[src/rtl/perf_counter_bank.sv]
// Performance-counter bank: per-channel event counters plus a cycle counter with watchdog,
// freeze-on-halt, sticky overflow flags and a one-cycle registered readout port.
module perf_counter_bank #(
  parameter int unsigned NUM_EVENTS = 6,
  parameter int unsigned CNT_W      = 32,
  parameter int unsigned SATURATE   = 1,
  parameter int unsigned WDOG_LIMIT = 100000,
  parameter int unsigned SEL_W      = $clog2(NUM_EVENTS + 1)
) (
  input  logic                  clk,
  input  logic                  rst_n,
  input  logic                  start,
  input  logic                  clear,
  input  logic                  stall,
  input  logic                  halt,
  input  logic [NUM_EVENTS-1:0] event_i,
  input  logic [SEL_W-1:0]      rd_sel,
  output logic [CNT_W-1:0]      rd_data,
  output logic [CNT_W-1:0]      cycle_cnt,
  output logic [NUM_EVENTS:0]   ovf,
  output logic                  running,
  output logic                  done,
  output logic                  timeout
);

  localparam int unsigned NumCnt = NUM_EVENTS + 1;
  localparam logic [CNT_W-1:0] WdogVal = CNT_W'(WDOG_LIMIT);

  typedef enum logic [1:0] {
    StIdle    = 2'd0,
    StRun     = 2'd1,
    StFrozen  = 2'd2,
    StTimeout = 2'd3
  } stateT;

  stateT stateQ, stateD;

  // Entry NUM_EVENTS is the cycle counter; it shares the overflow/saturate logic.
  logic [NUM_EVENTS:0][CNT_W-1:0] cntQ, cntD;
  logic [NUM_EVENTS:0]            ovfQ, ovfD, incEn;
  logic [CNT_W-1:0]               rdDataQ, rdDataD;

  always_comb begin
    stateD = stateQ;
    cntD   = cntQ;
    ovfD   = ovfQ;
    incEn  = '0;
    if (clear) begin
      cntD = '0;
      ovfD = '0;
      if (stateQ != StRun) stateD = StIdle;
    end else begin
      unique case (stateQ)
        StIdle: begin
          if (start) stateD = StRun;
        end
        StRun: begin
          incEn = {1'b1, event_i & {NUM_EVENTS{~stall}}};
          for (int unsigned i = 0; i < NumCnt; i++) begin
            if (incEn[i]) begin
              if (&cntQ[i]) begin
                ovfD[i] = 1'b1;
                if (SATURATE == 0) cntD[i] = '0;
              end else begin
                cntD[i] = cntQ[i] + 1'b1;
              end
            end
          end
          // Halt takes precedence over a watchdog hit on the same edge.
          if (halt) begin
            stateD = StFrozen;
          end else if ((WDOG_LIMIT != 0) && (cntD[NUM_EVENTS] == WdogVal)) begin
            stateD = StTimeout;
          end
        end
        StFrozen, StTimeout: begin
        end
      endcase
    end
  end

  // Readout uses pre-update values so it reflects the counters as they stood this cycle.
  always_comb begin
    rdDataD = '0;
    for (int unsigned i = 0; i < NumCnt; i++) begin
      if (rd_sel == SEL_W'(i)) rdDataD = cntQ[i];
    end
  end

  always_ff @(posedge clk) begin
    if (!rst_n) begin
      stateQ  <= StIdle;
      cntQ    <= '0;
      ovfQ    <= '0;
      rdDataQ <= '0;
    end else begin
      stateQ  <= stateD;
      cntQ    <= cntD;
      ovfQ    <= ovfD;
      rdDataQ <= rdDataD;
    end
  end

  assign rd_data   = rdDataQ;
  assign cycle_cnt = cntQ[NUM_EVENTS];
  assign ovf       = ovfQ;
  assign running   = (stateQ == StRun);
  assign done      = (stateQ == StFrozen) || (stateQ == StTimeout);
  assign timeout   = (stateQ == StTimeout);

endmodule

[config.mk]
export PLATFORM = sky130hd
export DESIGN_NAME = perf_counter_bank
export DESIGN_NICKNAME = d
export VERILOG_FILES = /design/src/rtl/perf_counter_bank.sv
export SDC_FILE = /design/constraint.sdc
export NUM_CORES = 1
export LEC_CHECK = 0
export CORE_ASPECT_RATIO = 0.5
export CORE_MARGIN = 2
export CORE_UTILIZATION = 62
export CTS_BUF_LIST = sky130_fd_sc_hd__clkbuf_16
export CTS_CLUSTER_DIAMETER = 60
export CTS_CLUSTER_SIZE = 30
export DETAILED_ROUTE_END_ITERATION = 10
export HOLD_SLACK_MARGIN = 0.15
export PLACE_DENSITY = 0.84
export SYNTH_ARGS = -nofsm -noshare
export SYNTH_HDL_FRONTEND = slang
export SYNTH_SLANG_ARGS = --single-unit
[constraint.sdc]
create_clock -name clk -period 5.43 [get_ports clk]
set_input_delay 1.086 -clock clk [delete_from_list [all_inputs] [get_ports clk]]
set_output_delay 1.086 -clock clk [all_outputs]
set_load 0.02 [all_outputs]
# After elaboration in Yosys (flattened, before gate mapping)
# Index checks and enable logic that the tools add are counted.
# classes
addsub	7
n_eq_ne	14
n_mux	16
bitwise_logic	9
reduce_logical	26
# op_table
cell	count
$mux 32	10
$add 32x1->32 const B	7
$reduce_and 32->1	7
$reduce_and 34->1	6
$reduce_and 33->1	1
$eq 32x17->1 const B	1
$reduce_and 3->1	6
$mux 2	5
$eq 3x3->1 const B	3
$not 1->1	8
$and 6x6->6	1
$eq 3x2->1 const B	2
$eq 2x2->1 const B	2
$ne 2x1->1 const B	2
$ne 4x3->1 const B	1
$pmux 2 s2	1
$reduce_and 4->1	1
$eq 3x1->1 const B	1
$logic_not 3->1	1
$ne 3x3->1 const B	1
$reduce_bool 3->1	1
$eq 2x1->1 const B	1
$logic_not 2->1	1
$reduce_or 2->1	1
$logic_or 1x1->1	1
# totals
ff_bits	265
inputBits	15
output_inout_bits	74
elab_cells	88

# Longest topological paths before layout
# logic_depth
depth_word	9
ltp_mapped	10
ltp_nobuf	8

# Worst setup path before layout
# No wires, ideal clock.
# synth_path
path_kind	input-to-reg
startpoint	input port stall
endpoint	register cntQ[127] in the netlist's numbering
setup_time_ns	0.128
arrival_time_ns	2.705
setup_slack_ns	2.598
stages	9
n_path_buf	2
path_cell_list	nor3b_4 > and2_1 > buf_4 > nand4_4 > or3_1 > buf_2 > nor3_1 > xnor2_1 > nor2_1
# synth_between
elab_chain_cells	3
# synth_rtl
element	line_no	text
from (decl)	14	input logic stall,
$not 1->1	58	incEn = {1'b1, event_i & {NUM_EVENTS{~stall}}};
$and 6x6->6	58	
$reduce_and 3->1 (no source line)	--	
to (signal assigned)	98	cntQ <= cntD;
to (decl)	39	logic [NUM_EVENTS:0][CNT_W-1:0] cntQ, cntD;
# No other way between the ends.
# A chain may end at the register's enable or synchronous reset.

# Worst setup path after layout
# layout_path
startpoint	input port stall
endpoint	register cntQ[173] in the netlist's numbering
# The elaborated chain is that of the path after synthesis.

==> summary.md <==
| Metric | Value |
|---|---|
| Port buffer count | `88` |
| Largest net degree at the start of global routing | `between 200 and 250` |
| Placer Congestion | `0.977` |
| Clk sink count | `265` |
| Post-synth cell types | `74` |
| Yosys warns | `0` |
| Vias in the first global route | `11,900` |
| Most frequent CP cell | `nor2_1` |
| Tot Pwr | `3.41 mW` |
| Number of synthesized flops with an enable pin | `0` |
| Final worst-path cycle share | `between 60% and 70%` |
| TritonCTS clock tree | `done` |
| Clock-pin slew on the worst setup and hold paths | `about 100 ps` |
| Peak VDD IR | `0.194 mV` |
| IO Count | `89` |
| Min-delay worst type | `reg -> reg` |
| Final wirelength | `40,700 µm` |
| First-pass GRT wire length | `63,900 µm` |
| Clock root buffer | `clkbuf_16` |
| Worst reg-to-reg setup slack | `2130 ps` |
| Startpoint Class | `input pin` |
| Synth Cell Area | `14,200 µm²` |
| Slew headroom | `21.6%` |
| Gr ovfl total | `0` |
| Syn Nets | `1,766` |
| N_diodes | `0` |
| Die height | `111 µm` |
| Worst setup EP type | `flop` |
| Fin. max-slew vios | `0` |
| Flops & latches, synth | `~270` |
| Rows | `39` |
| WP data required | `5780 ps` |
| Worst path top cell family by delay | `simple AND/OR/NAND/NOR gates` |
| Clock tree buffer depth | `3` |
| Routed Antenna Nets | `0` |
| Post-synth top flop | `dfxtp_1` |
| Crit-path slowest cell | `a21boi_1` |
| Syn Inst Count | `1,744` |
| Crit-path max cell delay | `960 ps` |
| Worst-path fanout max | `15` |
| Critical path buffers and inverters | `1` |
| H-tree depth | `1` |
| # setup viols final | `0` |
| Synth-to-Final Area Change | `8.24%` |
| Kind of critical path | `in -> reg` |
| Postcts setup bufs | `0` |
| Mapped Avg Cell Area | `8.13 µm²` |
| Hold slack | `474 ps` |
| Starting Density | `62.6%` |
| Register area share after synthesis | `37.4%` |
| Commonest non-fill, non-tap cell in the layout | `nor2_1` |
| Finished Layout Cells | `2,037` |
| Die span in x | `218 µm` |
| Starting DRC count in detailed routing | `approximately 1,600` |
| DR pass1 iterations | `6` |
| Non-Filler Cell Area, Final | `about 15,000 µm²` |
| Cells along the critical path | `clkdlybuf4s50_1 -> nor3b_4 -> nand2_1 -> nor2_1 -> a21boi_1 -> nand4_1 -> xor2_1 -> nor2_1` |
| Total GRT Usage | `roughly 33%` |
| WL/cell | `20.0 µm` |
| CTS Hold Bufs | `0` |
| Resized cells post-CTS | `0` |
| TritonCTS Buffers | `14` |
| Via density per instance | `6.32` |
| Dpl cells | `approximately 2,000` |
| Status | `finished, final reports clean` |
| Leakage power | `5.14 nW` |
| Power per Cell Area | `222 nW/µm²` |
| Final HPWL DP | `29,800 µm` |
| DRC | `0` |
| Max Cap Violations | `0` |
| Layout Skew | `20.8 ps` |
| Asr flop ratio synth | `0%` |
| Core box area | `22,600 µm²` |
| Worst-Skew Late Latency | `around 500 ps` |
| Final critical-path required period | `3740 ps` |
| Most frequent cells in the layout | `334 x nor2_1, 265 x dfxtp_1, 137 x nand2_1, 121 x xor2_1, 85 x clkdlybuf4s50_1` |
| Arrival @ worst endpoint | `4090 ps` |
| FMAX | `0.267 GHz` |
| Slew of the pin with the lowest slew margin | `1170 ps` |
| Placed inst area | `14,900 µm²` |
| Final net count | `~1,700` |
| Via count | `12,900` |
| Final-report hold violation count | `0` |
| Initial antenna violation count | `1` |
| RSZ-0062 raised after global routing | `false` |
| Layout cells sized above 1 | `~4.1%` |
| FILL cells | `1,853` |
| Die area | `24,200 µm²` |
| Setup_tns | `0 ps` |
## cell usage after synthesis (3+ instances only)
library cell,number,area (µm²)
o21ai_0,23,115
nor4_1,24,150
nand2b_1,5,31.3
nor3_2,5,50.1
buf_2,20,100
and4_1,30,263
nand3_1,82,410
a21boi_0,5,37.5
xor2_1,121,1060
inv_1,26,97.6
nor4_2,3,37.5
o211a_1,25,250
a211o_1,3,26.3
o31ai_1,3,22.5
or4_1,4,30.0
buf_1,6,22.5
nand4_1,70,438
a21oi_1,61,305
a22o_1,27,236
and2_1,21,131
or2_2,4,25.0
or3_1,20,125
buf_4,37,278
o221ai_1,27,236
nor2b_1,5,31.3
dfxtp_1,265,5310
a211oi_1,4,30.0
o22ai_1,7,43.8
xnor2_1,84,736
ha_1,7,87.6
mux2i_1,41,410
nor3_1,37,185
o21a_1,5,37.5
nor2_1,334,1250
and3_1,35,219
clkbuf_1,72,270
a31oi_1,12,75.1
nand2_1,137,514
## sequential cells by signal, indices dropped and copies added, names as in the netlist
name / flops
cntQ: 192
cycle_cnt: 32
ovf: 7
rd_data: 32
stateQ: 2
## worst paths after layout
check,from,end,cells past startpoint
min,ovf[2],ovf[2],2
max reg2reg,cycle_cnt[0],stateQ[1],8
min reg2reg,ovf[2],ovf[2],2
max,stall,cntQ[173],8
## area by class of cell
cell class	count	area (µm²)	area share [%]
tap	307	384	2.50
clock inverter	8	109	0.710
inverter	26	97.6	0.636
clock buffer	15	375	2.45
multi-input combinational	1315	8100	52.8
sequential	265	5310	34.6
timing repair buffer	101	976	6.36
## worst min-delay path, cell delays in order, from the launching register on
cell and delay (ps):
dfxtp_1 340, a21oi_1 40, nor2_1 70
## metal layers
layer / vias up / share of wire (%) / track usage, %
met3: 68 / 9.7 / 6.28
met5: - / 0 / 0
li1: 6002 / - / -
met1: 6189 / 43 / 45.6
met2: 612 / 45 / 53.6
met4: 0 / 2.2 / 7.35
## per-stage QoR
| step | utilization [%] | setup slack (ps) |
|---|---|---|
| 6_report | 67.8 | 1690 |
| 3_5_place_dp | 65.6 | 1310 |
| 5_1_grt | 67.8 | 1480 |
| 2_1_floorplan | - | 2600 |
| 3_3_place_gp | 65.6 | 1450 |
| 4_1_cts | 67.8 | 1840 |
## kinds of logic (layout without fill, tap and decap cells)
| logic type | Yosys count | count (layout) | synth area share, % |
|---|---|---|---|
| flops | 265 | 265 | 37.4 |
| buf+inv | 164 | 150 | 5.57 |
| fa+ha+maj | 7 | 7 | 0.618 |
| xor+xnor | 205 | 205 | 12.7 |
| mux | 41 | 41 | 2.90 |
| compound gates | 226 | 226 | 11.7 |
| simple gates | 836 | 836 | 29.1 |
## report_power, final
group / internal, mW / leakage, nW / switching [mW]
combinational: 0.0491 / 2.77 / 0.123
sequential: 1.95 / 2.14 / 0.00488
clock: 0.580 / 0.235 / 0.701
Power figures use the tool's default switching activity.
